[config.mk]
export PLATFORM = sky130hd
export DESIGN_NAME = pokey_timer_bank
export DESIGN_NICKNAME = d
export VERILOG_FILES = /design/src/rtl/pokey_timer_pkg.sv /design/src/rtl/pokey_timer_chan.sv /design/src/rtl/pokey_timer_bank.sv
export SDC_FILE = /design/constraint.sdc
export NUM_CORES = 1
export LEC_CHECK = 0
export ABC_CLOCK_PERIOD_IN_PS = 3050
export CORE_MARGIN = 10
export CORE_UTILIZATION = 50
export CTS_CLUSTER_DIAMETER = 150
export CTS_CLUSTER_SIZE = 14
export DETAILED_ROUTE_END_ITERATION = 12
export PLACE_DENSITY = 0.67
export SLEW_MARGIN = 20
export SYNTH_ARGS = -nofsm -noshare
export SYNTH_HDL_FRONTEND = slang
export SYNTH_HIERARCHICAL = 1
export SYNTH_SLANG_ARGS = --single-unit
[constraint.sdc]
create_clock -name clk -period 3.05 [get_ports clk]
set_input_delay 0.7625 -clock clk [delete_from_list [all_inputs] [get_ports clk]]
set_output_delay 0.7625 -clock clk [all_outputs]
set_load 0.005 [all_outputs]
[src/rtl/pokey_timer_pkg.sv]
// pokey_timer_pkg: shared constants, types and helpers for the POKEY timer bank.
//   DefW / DefN   default counter width and channel count
//   reload_arr_t  reload register array at the default geometry
//   pair_lo/hi    channel indices that make up linked pair k
//   pair_of       pair index that a channel belongs to
package pokey_timer_pkg;

  localparam int unsigned DefW = 8;
  localparam int unsigned DefN = 4;

  typedef logic [DefW-1:0] reload_arr_t [DefN];

  function automatic int unsigned pair_lo(input int unsigned k);
    return 2 * k;
  endfunction

  function automatic int unsigned pair_hi(input int unsigned k);
    return 2 * k + 1;
  endfunction

  function automatic int unsigned pair_of(input int unsigned ch);
    return ch / 2;
  endfunction

endpackage

[src/rtl/pokey_timer_chan.sv]
// pokey_timer_chan: one W-bit down-counter with its reload register.
//   clk, rst  falling-edge clock, async active-high reset
//   tick_i    counting edge (enn=1, ld=0)
//   load_i    restart edge (enn=1, ld=1): counter <= reload
//   wr_i, d_i reload register write, independent of tick
//   bin_i     borrow-in: this channel steps on a tick only when set
//   rld_i     on a stepping tick, reload instead of decrement
//   zero_o    counter is zero (borrow-out towards a linked high half)
module pokey_timer_chan
  import pokey_timer_pkg::*;
#(
  parameter int unsigned W = DefW
) (
  input  logic         clk,
  input  logic         rst,
  input  logic         tick_i,
  input  logic         load_i,
  input  logic         wr_i,
  input  logic [W-1:0] d_i,
  input  logic         bin_i,
  input  logic         rld_i,
  output logic         zero_o
);

  logic [W-1:0] cnt_q, cnt_d;
  logic [W-1:0] reload_q, reload_d;

  // Reload/load read reload_q, so a same-edge write only lands next time.
  always_comb begin
    reload_d = wr_i ? d_i : reload_q;
    cnt_d    = cnt_q;
    if (load_i) begin
      cnt_d = reload_q;
    end else if (tick_i && bin_i) begin
      // Decrement wraps 0 -> all-ones, which is the linked low-half behaviour.
      cnt_d = rld_i ? reload_q : cnt_q - W'(1);
    end
  end

  always_ff @(negedge clk or posedge rst) begin
    if (rst) begin
      cnt_q    <= '0;
      reload_q <= '0;
    end else begin
      cnt_q    <= cnt_d;
      reload_q <= reload_d;
    end
  end

  assign zero_o = (cnt_q == '0);

endmodule

[src/rtl/pokey_timer_bank.sv]
// pokey_timer_bank: N independent W-bit POKEY-style timers with per-pair linking.
//   clk      system clock, state updates on the falling edge
//   rst      async active-high reset
//   enn      base-clock tick enable
//   d, wr    reload data and per-channel reload write strobes
//   ld       STIMER restart (only honoured with enn=1)
//   link     link[k] chains channel 2k (low) into 2k+1 (high)
//   nBor     per-channel active-low registered borrow pulse
// Optional (POKEY_TIMER_IRQ_EN): irq_clr in / irq out, sticky per-channel
// borrow flags where a set beats a same-edge clear.
module pokey_timer_bank
  import pokey_timer_pkg::*;
#(
  parameter int unsigned W = DefW,
  parameter int unsigned N = DefN
) (
  input  logic           clk,
  input  logic           rst,
  input  logic           enn,
  input  logic [W-1:0]   d,
  input  logic [N-1:0]   wr,
  input  logic           ld,
  input  logic [N/2-1:0] link,
`ifdef POKEY_TIMER_IRQ_EN
  input  logic [N-1:0]   irq_clr,
  output logic [N-1:0]   irq,
`endif
  output logic [N-1:0]   nBor
);

  localparam int unsigned P = N / 2;

  logic         tick, load;
  logic [N-1:0] zero, bin, rld, bor;
  logic [N-1:0] nbor_d, nbor_q;

  assign tick = enn & ~ld;
  assign load = enn & ld;

  for (genvar i = 0; i < int'(N); i++) begin : g_chan
    pokey_timer_chan #(
      .W(W)
    ) u_chan (
      .clk    (clk),
      .rst    (rst),
      .tick_i (tick),
      .load_i (load),
      .wr_i   (wr[i]),
      .d_i    (d),
      .bin_i  (bin[i]),
      .rld_i  (rld[i]),
      .zero_o (zero[i])
    );
  end

  // Link muxing is purely combinational on the current counters, so a link
  // change just re-routes the next tick and never disturbs the counts.
  always_comb begin
    bin = '1;
    rld = zero;
    bor = '0;
    for (int unsigned k = 0; k < P; k++) begin
      if (link[k]) begin
        // High half steps only when the low half wraps; rld for the high half
        // stays zero[hi], which only matters when it is stepping.
        bin[pair_hi(k)] = zero[pair_lo(k)];
        rld[pair_lo(k)] = zero[pair_lo(k)] & zero[pair_hi(k)];
        bor[pair_hi(k)] = tick & zero[pair_lo(k)] & zero[pair_hi(k)];
      end else begin
        bor[pair_lo(k)] = tick & zero[pair_lo(k)];
        bor[pair_hi(k)] = tick & zero[pair_hi(k)];
      end
    end
    nbor_d = ~bor;
  end

  always_ff @(negedge clk or posedge rst) begin
    if (rst) begin
      nbor_q <= '1;
    end else begin
      nbor_q <= nbor_d;
    end
  end

  assign nBor = nbor_q;

`ifdef POKEY_TIMER_IRQ_EN
  logic [N-1:0] irq_q, irq_d;

  // Flag rises on the same edge that drives nBor low; linked low halves
  // never borrow, so they never set a flag.
  always_comb begin
    irq_d = (irq_q & ~irq_clr) | bor;
  end

  always_ff @(negedge clk or posedge rst) begin
    if (rst) begin
      irq_q <= '0;
    end else begin
      irq_q <= irq_d;
    end
  end

  assign irq = irq_q;
`endif

endmodule
==> results.cfg, run 1 <==
[clock_tree]
cts_hold_buf = 0
cts.root.buffer_cell = clkbuf_8
cts.sinks = 68
cts.path.max_buffers = 2
cts_buffers = 9
clkTransAtPathRegs_ns = 0.05
h-tree-depth = 3
clk_latency_ns = 0.38
cts_tree = done

[yosys]
ys_top_cells_by_area = dfrtn_1 (42%), mux2_2 (9.6%), dfstp_2 (2.8%)
syn_area_per_cell_um2 = 10.7
synthMuxAreaShare_pct = 11.7
ys.flop_type = dfrtn_1
synth-simple-area-share_pct = 16.4
synth_area_um2 = 3770
syn_inst = 351
synth_seq_cells = 68
synth_xor_xnor_area_share_pct = 0
synth_top_family_by_area = compound AO/OA/AOI/OAI gates
synth_area_leader_cell = dfrtn_1
synth_compound_area_share_pct = 18.7
ys_warn_count = 6
synth_top_area_share_pct = 42.5
ys_async_sr_fraction_pct = 100
synth_edf_count = 0
synth_fa_ha_area_share_pct = 2.65
synthDistinctLibCells = 40
seq_area_frac_synth_pct = 45.3

[power_and_ir_drop]
ir_worst_vdd_mv = 0.365
switchingPower_mw = 1.12
combPwrFrac_pct = 32.0
total_power_mw = 3.05
pwr-share-clk_pct = 21.9
power.internal_mw = 1.92
seqPwrFrac_pct = 46.1
leakage_nw = 1.99
swShare_pct = 36.9
p_per_area_nw_per_um2 = 632

[placement]
gp_congestion = 0.908
place_hpwl_mm = 6.63
dp.cells = 493
dp_slack_ns = -0.891
portBuffers = 21

[hold_path]
hp-class = reg -> reg

[global_route]
grt_pass1_wl_mm = 15.9
grt_max_degree = 17
grt_pass1_vias = 3163
grt_usage_pct = 17.2
antenna_found_initial = 0
grt-ovfl-total = 0

[die]
placementRows = 31
start_util_pct = 51.7
ios = 22
dieArea_um2 = 11400
die_y_um = 107
die_w_um = 107
coreArea_um2 = 7290

[routing]
postRouteWirelength_mm = 9.49
via_per_inst = 5.92
ant_nets = 0
first_pass_iters = 4
drt_iter0_markers = 134
route.detailed.wl_per_inst_um = 18.3
num_vias = 3069
drc = 0

[timing]
slew_viol_final = 0
setup_tns_ns = -0.858
setup_viol = 4
rsz0062_at_grt = true
skew_ns = 0.0561
fin_ws_ns = -0.222
hold_viol_final = 0

[run_status]
violations = setup timing
status = finished with violations

[final_layout]
fill_cells = 602
nets = 440
drive_above_1_share_pct = 38.7
mostFrequentLayoutCells = dfrtn_1 (64), mux2_2 (32), buf_4 (32)
final_cells = 518
area_delta_synth_final_pct = 27.8
multi_input_area_um2 = 2120
n_antenna_cell = 0
layout_commonest_cell = dfrtn_1
regArea_um2 = 1710

[worst_setup_path]
cp-start-kind = flop
crit_family = flip-flops
cp-end-kind = output pin
required_ns = 2.29
crit_fanout = 1
crit_path_top_delay_cell = dfstp_2
cp_num_buf_inv = 1
critPathMaxStageDelay_ns = 0.52
crit_type = reg -> out
worstPathArrival_ns = 2.51
crit_chain = buf_6

[flow_run]
maxCapViolations = 0
==> power by group through the flow <==
stage | Sequential (mW) | Clock [mW] | Combinational [mW]
3_3_place_gp | 1.38 | 0.0102 | 0.877
4_1_cts | 1.38 | 0.681 | 0.924
2_1_floorplan | 1.31 | 0.0102 | 0.699
6_report | 1.40 | 0.668 | 0.974
5_1_grt | 1.44 | 0.719 | 1.08
3_5_place_dp | 1.39 | 0.0102 | 0.891
==> metrics by stage <==
step / utilization [%] / instance area (µm²) / hold slack [ns]
floorplan: - / 3920 / 0.433
global placement: 60.6 / 4420 / 0.451
detailed placement: 60.6 / 4420 / 0.460
CTS: 64.7 / 4720 / 0.460
global route: 66.1 / 4820 / 0.474
finish: 66.1 / 4820 / 0.463
==> area by class of cell <==
type	count	share of cell area, %
inverters	19	1.48
flip-flops and latches	68	35.4
clock inverters	8	0.831
repair buffers	63	12.8
multi-input cells	249	44.0
clock buffers	12	2.88
well taps	99	2.57
==> registers in the layout (all words and copies together) (netlist names) <==
register / flops
g_chan.u_chan/reload_q: 32
g_chan.u_chan/cnt_q: 32
nBor: 4
==> cell usage after synthesis, drive strengths merged (8+ instances only) <==
cell / n
buf: 16
dfrtn: 64
o311ai: 8
inv: 20
nor2: 12
o2bb2ai: 12
ha: 8
o211ai: 8
o21a: 12
a21oi: 16
nand2: 12
nor3: 20
nand3: 10
mux2: 32
o21ai: 20
mux2i: 8
nand4: 12
==> per-layer routing <==
metal | up-vias | routed length (µm) | GRT usage, % | part of all wire (%)
li1 | 1439 | - | - | -
met1 | 1537 | 4250 | 22.0 | 45
met2 | 83 | 4680 | 28.2 | 49
met3 | 10 | 437 | 3.95 | 4.6
met4 | 0 | 115 | 5.32 | 1.2
met5 | - | 0 | 0 | 0
==> cells by family (layout without fill, tap and decap cells) <==
family / after synthesis / count (layout)
AO/OA/AOI/OAI: 94 / 94
adder cells (fa/ha/maj): 8 / 8
buffers and inverters: 40 / 102
flip-flops: 68 / 68
multiplexers: 40 / 40
other: 1 / 4
AND/OR/NAND/NOR: 100 / 103
==> repair_timing <==
item | 4_1_cts | 5_1_grt
resized for setup | 63 | 23
cloned | 3 | 0
pin swaps | 6 | 8
endpoints found under the setup margin | 70 | 26
buffers inserted | 2 | 3
==> worst paths after layout <==
kind	from	endpoint	slack, ns	cells after the start
min	g_chan[1].u_chan/reload_q[7]$_DFFE_NP0P_	g_chan[1].u_chan/reload_q[7]$_DFFE_NP0P_	0.46	1
max in group asynchronous	rst	g_chan[2].u_chan/reload_q[1]$_DFFE_NP0P_	0.40	3
min reg2reg	g_chan[1].u_chan/reload_q[7]$_DFFE_NP0P_	g_chan[1].u_chan/reload_q[7]$_DFFE_NP0P_	0.46	1
max	nBor[3]$_DFF_NP1_	nBor[3]	-0.22	1
max reg2reg	g_chan[3].u_chan/cnt_q[2]$_DFFE_NP0P_	g_chan[2].u_chan/cnt_q[3]$_DFFE_NP0P_	0.63	9
min in group asynchronous	rst	g_chan[2].u_chan/cnt_q[6]$_DFFE_NP0P_	2.42	3
Note: power is estimated with default switching activity, not from simulation.
==> run 2: changes to the inputs <==
Settings changed: GPL_TIMING_DRIVEN set to 0.
==> run 2 against run 1 <==
Compared with the run above:
- highest routed layer unchanged
- non-clock buffer count increased by 3
- sequential share of layout area is 0.30 points lower
- clock power rose by 15%
- die area unchanged
- cell count did not move
- the run still ends with setup timing left
- setup slack is essentially flat
- routed wire length shrank 6.2%
- final area is 0.86% higher
- hold slack got worse by 0.0093 ns
- via count shrank 1.2%
==> results.cfg, run 2 (synthesis results as in run 1) <==
[timing]
hold_slack_ns = 0.453
slew_viol_final = 0
relSlewSlack_pct = 57.7
hold_viol_final = 0
worstMarginPinSlew_ns = 0.634
skew_ns = 0.0571
setup_viol = 25
rsz0062_at_grt = true
fin_ws_ns = -0.222

[run_status]
violations = setup timing
status = finished with violations

[routing]
drc = 0
postRouteWirelength_mm = 8.90
drt_iter0_markers = 125
route.detailed.wl_per_inst_um = 17.2
first_pass_iters = 4
via_per_inst = 5.85
ant_nets = 0
num_vias = 3031

[worst_setup_path]
crit_type = reg -> out
cp-start-kind = flop
crit_chain = buf_6
crit_path_top_delay_cell = dfstp_2
required_ns = 2.29
worstPathArrival_ns = 2.51
crit_family = flip-flops
cp_num_buf_inv = 1
critPathMaxStageDelay_ns = 0.51
crit_fanout = 1
cp-end-kind = output pin

[final_layout]
n_antenna_cell = 0
nets = 440
mostFrequentLayoutCells = dfrtn_1 (64), mux2_2 (32), buf_6 (25)
area_delta_synth_final_pct = 28.9
final_cells = 518
drive_above_1_share_pct = 39.1
fill_cells = 587
layout_commonest_cell = dfrtn_1
fin_area_um2 = 4860

[clock_tree]
cts.root.buffer_cell = clkbuf_8
cts_tree = done
cts.sinks = 68
clk_latency_ns = 0.38
clkTransAtPathRegs_ns = 0.05
cts_buffers = 9
cts.path.max_buffers = 2
h-tree-depth = 3
cts_hold_buf = 0

[die]
start_util_pct = 51.7
dieArea_um2 = 11400
die_w_um = 107
coreArea_um2 = 7290
die_y_um = 107
ios = 22
placementRows = 31

[power_and_ir_drop]
seqPwrFrac_pct = 44.9
total_power_mw = 3.11
power.internal_mw = 2.00
combPwrFrac_pct = 30.5
leakage_nw = 2.02
pwr-share-clk_pct = 24.7
ir_worst_vdd_mv = 0.393
switchingPower_mw = 1.11
p_per_area_nw_per_um2 = 639
swShare_pct = 35.6

[hold_path]
hp-class = reg -> reg

[placement]
portBuffers = 17
dp_slack_ns = -0.976
dp.cells = 470
place_area_um2 = 4210
gp_congestion = 0.904
place_hpwl_mm = 5.90

[global_route]
antenna_found_initial = 0
grt_pass1_wl_mm = 14.6
grt_usage_pct = 16.0
grt_pass1_vias = 2892
grt_max_degree = 17
grt-ovfl-total = 0

[flow_run]
maxCapViolations = 0
[run 2: changes by cell type in the layout (fill, tap and decap cells not counted), moves of 3 or more]
cell	before	now
buf_6	10	25
buf_4	32	19
buf_12	6	1
buf_8	1	6
a21oi_1	6	2
clkbuf_2	0	4
dlygate4sd2_1	4	0
a21oi_2	6	9
[run 2: stage by stage]
| stage | util, % | TNS, ns |
|---|---|---|
| 3_3_place_gp | 57.7 | -48.23 |
| 6_report | 66.7 | -1.76 |
| 3_5_place_dp | 57.7 | -50.29 |
| 5_1_grt | 66.7 | -2.66 |
| 4_1_cts | 64.8 | -1.77 |
| 2_1_floorplan | - | -4.52 |
[run 2: layout make-up]
class	count	area, µm²	share of cell area, %
Sequential cell	68	1710	35.1
Timing Repair Buffer	46	439	9.03
Clock inverter	9	76.3	1.57
Buffer	20	215	4.43
Tap cell	99	124	2.55
Multi-Input combinational cell	246	2090	43.1
Inverter	19	71.3	1.47
Clock buffer	11	135	2.78
[run 2: worst register-to-register path, delay by kind of cell, from the launching register on]
kind                   cells  cell delay [ns]
buffers and inverters      3             0.30
AOI/OAI and AO/OA          3             0.37
and+or+nand+nor            3             0.90
DFF                        1             0.42
[run 2: power by group through the flow]
stage	Combinational [mW]	Sequential, mW	Clock (mW)
6_report	0.947	1.40	0.767
5_1_grt	1.05	1.43	0.825
4_1_cts	0.895	1.38	0.787
3_5_place_dp	0.836	1.38	0.0102
3_3_place_gp	0.823	1.38	0.0102
2_1_floorplan	0.699	1.31	0.0102
[run 2: final timing paths]
kind	from	end	slack, ns	depth (start not counted)
min reg2reg	g_chan[1].u_chan/reload_q[4]$_DFFE_NP0P_	g_chan[1].u_chan/reload_q[4]$_DFFE_NP0P_	0.45	1
min in group asynchronous	rst	g_chan[3].u_chan/reload_q[1]$_DFFE_NP0P_	2.39	2
min	g_chan[1].u_chan/reload_q[4]$_DFFE_NP0P_	g_chan[1].u_chan/reload_q[4]$_DFFE_NP0P_	0.45	1
max	nBor[2]$_DFF_NP1_	nBor[2]	-0.22	1
max reg2reg	g_chan[1].u_chan/cnt_q[2]$_DFFE_NP0P_	g_chan[0].u_chan/cnt_q[3]$_DFFE_NP0P_	0.89	9
max in group asynchronous	rst	g_chan[1].u_chan/reload_q[1]$_DFFE_NP0P_	0.20	2
[run 2: metal layers]
| metal | share of wire, % | global-route usage (%) | vias up | wire [µm] |
|---|---|---|---|---|
| met5 | 0 | 0 | - | 0 |
| met4 | 1.4 | 6.09 | 0 | 129 |
| met3 | 4.4 | 3.89 | 15 | 390 |
| met2 | 48 | 25.5 | 65 | 4240 |
| met1 | 46 | 20.5 | 1504 | 4140 |
| li1 | - | - | 1447 | - |
[run 2: timing repair]
item,in CTS,in global routing
pin swaps,17,9
resized for setup,66,23
endpoints found under the setup margin,38,33
gates cloned,3,0
endpoints found under the hold margin,0,0
setup buffers,21,6
==> RTL change 1: new RTL, flow settings as in run 1 <==
Change the package constant `DefW` from 8 to 16.
--- a/src/rtl/pokey_timer_pkg.sv
+++ b/src/rtl/pokey_timer_pkg.sv
@@ -5,7 +5,7 @@
 //   pair_of       pair index that a channel belongs to
 package pokey_timer_pkg;
 
-  localparam int unsigned DefW = 8;
+  localparam int unsigned DefW = 16;
   localparam int unsigned DefN = 4;
 
   typedef logic [DefW-1:0] reload_arr_t [DefN];
Ports: changed (resized d); port bits go from 22 to 30. The function was not compared with the original's and may differ.
==> RTL change 1 against run 1 <==
The run still ends with setup timing left; setup slack lost 0.074 ns; sequential power increased by 89%; utilization grew 12 points; combinational power rose by 89%; total power increased by 110%; sequential share of layout area is 3.2 points lower; synthesized area increased by 78%; sequential cell count is 64 higher; design area increased by 110%; wire length rose to 2.6 times the old value; register-to-register slack worse by 0.80 ns; critical path depth unchanged; critical path type unchanged; critical endpoint is now nBor[2]; largest cell class unchanged.
==> RTL change 1: results (changes against run 1) <==
Cell variety after synth: 63 (+57%)
Hold crit path type: flop to flop
Worst VDD drop: 0.460 mV (+26%)
Clock Tree Root: clkbuf_16
R2r endpoint: g_chan[0].u_chan/cnt_q[12]
Critical-path maximum fanout: 1 (unchanged)
Violated checks: setup timing
Met1 Use GR: 0.302 (+0.0819)
Final setup margin: -0.296 ns (-0.0743 ns)
Initial antenna violation count: 0 (unchanged)
GPL Wtd Cong: 0.913 (+0.54%)
DR vias: 6607 (+120%)
Clk sink count: 132 (+94%)
FILL cells: 756 (+26%)
GRT Resource Usage Total: 0.240 (+0.0683)
Met3 Usage GRT: 0.0572 (+0.0177)
Leak: 0.00420 uW (+110%)
Critical path launch point: nBor[2]
CP top delay family: flip-flops
Max-slew headroom: 0.378
Synth cell count leaders: dfrtn_1 (128), mux2_2 (64), a21oi_1 (52), nand2_1 (52), nor3_1 (31)
Ant diodes: 0 (unchanged)
Asr flop ratio synth: 1.00 (unchanged)
Area contributors post-synth: dfrtn_1 (48%), mux2_2 (11%), a21oi_1 (3.9%)
Htree depth: 4 (+1)
Final nets: 850 (+93%)
Initial DRC count: 777 (+480%)
DP Wirelength: 12000 um (+82%)
Final setup violation count: 66 (+62)
Crit-path slowest cell: dfstp_2
Clock Path Buffers: 2 (unchanged)
Worst endpoint data arrival time: 2.58 ns (+0.07 ns)
Num CTS Buffers: 17 (+8)
Vias in the first global route: 6243 (+97%)
Hold EP: g_chan[0].u_chan/reload_q[1]
Number of cells on the worst reg-to-reg path: 10 (+1)
Clock Pin Slew Worst Setup and Hold Paths: 0.04 ns
R2r startpoint: g_chan[0].u_chan/cnt_q[4]
Synth warn: 6 (unchanged)
M2 GR Usage: 0.378 (+0.0961)
Share of layout cells above drive strength 1: 0.505 (+0.119)
Status: finished with violations
Per-cell routed wire length: 24.2 um (+32%)
Clock Latency Late Sink: 0.45 ns (+0.07 ns)
Sequential area share after synthesis: 0.492 (+0.0391)
Min-Delay Path Depth: 1 (unchanged)
Final hold violation count: 0 (unchanged)
Router iterations before antenna repair: 5 (+1)
Fin Clk Skew: 0.0532 ns (-0.00293 ns)
Worst path max stage delay: 0.52 ns (about the same)
Post-placement cell area: 7800 um^2 (+76%)
Reg-to-reg slack, setup: -0.17 ns (-0.80 ns)
Largest net degree at the start of global routing: 33 (+16)
Input/output buffers: 29 (+38%)
Setup TNS: -9.77 ns (-8.91 ns)
Worst hold start: g_chan[0].u_chan/reload_q[1]
Global-route wire length before repair: 34400 um (+120%)
[RTL change 1: cell count changes after synthesis, sizes merged, moves of 18 or more]
cell    before  now
o21ai       20   38
nand2       12   52
dfrtn       64  128
mux2        32   64
a21oi       16   55
o22ai        0   19
clkbuf       4   28
[RTL change 1: area by class of cell]
type | instances | area, um^2 | area share
multi-input cells | 467 | 4010 | 0.391
flip-flops and latches | 132 | 3310 | 0.322
repair buffers | 179 | 2110 | 0.205
clock buffers | 28 | 517 | 0.0503
well taps | 176 | 220 | 0.0214
inverters | 19 | 71.3 | 0.00694
clock inverters | 8 | 35.0 | 0.00341
[RTL change 1: repair_timing]
item	4_1_cts	5_1_grt
endpoints found under the hold margin	0	0
setup buffers	46	29
cloned	12	4
setup endpoints to repair	117	84
pin swaps	60	60
resized for setup	203	121
hold buffers	0	0
[RTL change 1: cells by family after synthesis]
group | after synthesis | share of synthesized area
and+or+nand+nor | 198 | 0.171
buffers and inverters | 56 | 0.0320
other | 1 | 0.000557
AOI/OAI and AO/OA | 193 | 0.189
adders and majority gates | 4 | 0.00744
muxes | 64 | 0.107
xor gates and xnor gates | 1 | 0.00130
DFF | 132 | 0.492
[RTL change 1: worst max-delay path by stage]
| stage | to | slack (ns) | depth (start not counted) |
|---|---|---|---|
| 2_1_floorplan | g_chan[0].u_chan/cnt_q[15] | -0.53 | 6 |
| 3_3_place_gp | g_chan[1].u_chan/cnt_q[13] | -1.08 | 5 |
| 3_5_place_dp | g_chan[2].u_chan/cnt_q[13] | -1.13 | 5 |
| 4_1_cts | nBor[2] | -0.30 | 1 |
| 5_1_grt | g_chan[1].u_chan/cnt_q[15] | -0.34 | 7 |
| 6_report | nBor[2] | -0.30 | 1 |
[RTL change 1: through the flow]
stage | hold WS, ns | total power (uW) | utilization | setup slack, ns | cells
finish | 0.460 | 6380 | 0.779 | -0.296 | 1009
detailed placement | 0.456 | 3850 | 0.591 | -1.13 | 893
global route | 0.471 | 6650 | 0.779 | -0.338 | 1009
global placement | 0.449 | 3770 | 0.591 | -1.08 | 893
floorplan | 0.426 | 3400 | - | -0.535 | 654
CTS | 0.457 | 6010 | 0.728 | -0.296 | 984
[RTL change 1: layer usage]
| layer | wire length (um) | share of wire |
|---|---|---|
| met1 | 9700 | 0.40 |
| met5 | 0 | 0 |
| met4 | 1480 | 0.060 |
| met2 | 11700 | 0.48 |
| met3 | 1560 | 0.064 |
[RTL change 1: power by group]
| part | switching (uW) | internal, uW | total, uW |
|---|---|---|---|
| Combinational | 938 | 902 | 1840 |
| Clock | 751 | 1150 | 1900 |
| Sequential | 513 | 2130 | 2650 |
| Total | 2200 | 4180 | 6380 |
==> RTL change 2: new RTL, flow settings as in run 1 <==
Without the edit above. Remove the register `nbor_q`: a continuous assignment takes its place, so the output `nBor` follows one clock earlier.
--- a/src/rtl/pokey_timer_bank.sv
+++ b/src/rtl/pokey_timer_bank.sv
@@ -74,13 +74,7 @@
     nbor_d = ~bor;
   end
 
-  always_ff @(negedge clk or posedge rst) begin
-    if (rst) begin
-      nbor_q <= '1;
-    end else begin
-      nbor_q <= nbor_d;
-    end
-  end
+  assign nbor_q = nbor_d;
 
   assign nBor = nbor_q;
 
Function: changed (Yosys sat finds a counterexample within 4 cycles, from zero or initial values and one cycle with rst high).
==> RTL change 2 against run 1 <==
The run still ends with setup timing left; cell count increased by 10%; worst hold slack got worse by 0.0066 ns; setup slack worse by 0.49 ns; synthesized area is 3.0% lower; sequential cell count shrank 4; wire length rose by 7.0%; design area grew 12%; utilization is 9.2 points higher; sequential share of layout area shrank 5.8 points; die area decreased by 2.4%; via count is 6.3% higher; clock skew decreased by 0.048 ns; total power rose by 15%.
==> RTL change 2: results (changes against run 1) <==
Per-cell routed wire length: 17.7 um (-3.1%)
Worst VDD drop: 0.384 mV (+5.1%)
Vias in the first global route: 3253 (+2.8%)
Share of layout cells above drive strength 1: 0.499 (+0.112)
Post-Place Worst Slack: -0.886 ns (+0.00525 ns)
Postcts setup bufs: 10 (+8)
Post-synthesis mux area share: 0.120 (+0.00359)
Final nets: 494 (+12%)
Post-placement cell area: 4700 um^2 (+6.3%)
Crit-path slowest cell: dfrtn_1
Compound-gate portion of the synthesized area: 0.193 (+0.00576)
Synth cell count leaders: dfrtn_1 (64), mux2_2 (32), nor3_1 (20), o21ai_1 (20), inv_1 (18)
R2r startpoint: g_chan[1].u_chan/cnt_q[2]
Cell variety after synth: 39 (-2.5%)
Inst Count DP: 532 (+7.9%)
Final setup violation count: 27 (+23)
DP Wirelength: 6600 um (-0.43%)
Global-route wire length before repair: 16200 um (+1.6%)
Worst path max stage delay: 0.37 ns (-0.15 ns)
Leak: 0.00233 uW (+17%)
Share of the synthesized area in the top cell type: 0.438 (+0.0131)
CP top delay family: simple AND/OR/NAND/NOR gates
WHS: 0.456 ns (-0.00660 ns)
Status: finished with violations
Worst hold start: g_chan[2].u_chan/reload_q[5]
Cts repair resizes: 66 (+4.8%)
Hold EP: g_chan[2].u_chan/reload_q[5]
Power, Total: 3520 uW (+15%)
Violated checks: setup timing
Cell count after synthesis: 345 (-1.7%)
Adder-Cell Fraction of Synth Area: 0.0274 (+0.000817)
Final Non-Filler Cells: 572 (+10%)
Fin Clk Skew: 0.00773 ns (-0.0484 ns)
Combinational share of power: 0.455 (+0.135)
Number of cells on the worst reg-to-reg path: 10 (+1)
GPL Wtd Cong: 0.975 (+7.4%)
Final setup margin: -0.708 ns (-0.486 ns)
Critical-path maximum fanout: 3 (+2)
-- RTL change 2: cell types whose count changed in the layout (fill, tap and decap cells not counted), sizes merged, moves of 2 or more --
cell	run 1	this run
buf	50	113
inv	23	18
dfstp	4	0
clkinv	1	3
-- RTL change 2: layout make-up --
class	count	area (um^2)	share of cell area
Multi-Input combinational cell	248	2260	0.417
Tap cell	99	124	0.0229
Sequential cell	64	1600	0.296
Clock buffer	10	128	0.0236
Clock inverter	6	60.1	0.0111
Timing Repair Buffer	127	1170	0.216
Inverter	18	67.6	0.0125
-- RTL change 2: per-layer routing --
layer / GRT usage / part of all wire
met5: 0 / 0
met4: 0.0609 / 0.011
met3: 0.0396 / 0.039
met2: 0.283 / 0.50
met1: 0.231 / 0.45
-- RTL change 2: worst register-to-register path: cells and delay by family, from the launching register on --
family | cells | cell delay, ns
buffers and inverters | 4 | 0.57
AOI/OAI and AO/OA | 3 | 0.45
and+or+nand+nor | 3 | 0.58
DFF | 1 | 0.35
-- RTL change 2: kinds of logic (layout without fill, tap and decap cells) --
logic type	after synthesis	in the layout
buffers and inverters	38	161
AO/OA/AOI/OAI	94	94
AND/OR/NAND/NOR	100	102
other	1	4
flip-flops	64	64
multiplexers	40	40
adder cells (fa/ha/maj)	8	8
-- RTL change 2: worst max-delay path by stage --
stage | from | end | slack, ns | depth (start not counted)
final | g_chan[2].u_chan/cnt_q[2] | nBor[3] | -0.71 | 5
after global routing | g_chan[2].u_chan/cnt_q[2] | nBor[3] | -0.78 | 5
after CTS | g_chan[2].u_chan/cnt_q[2] | nBor[3] | -0.74 | 5
after detailed placement | ld | g_chan[1].u_chan/cnt_q[5] | -0.89 | 5
after global placement | ld | g_chan[1].u_chan/cnt_q[5] | -0.86 | 5
after floorplan | g_chan[2].u_chan/cnt_q[1] | nBor[3] | -0.30 | 5
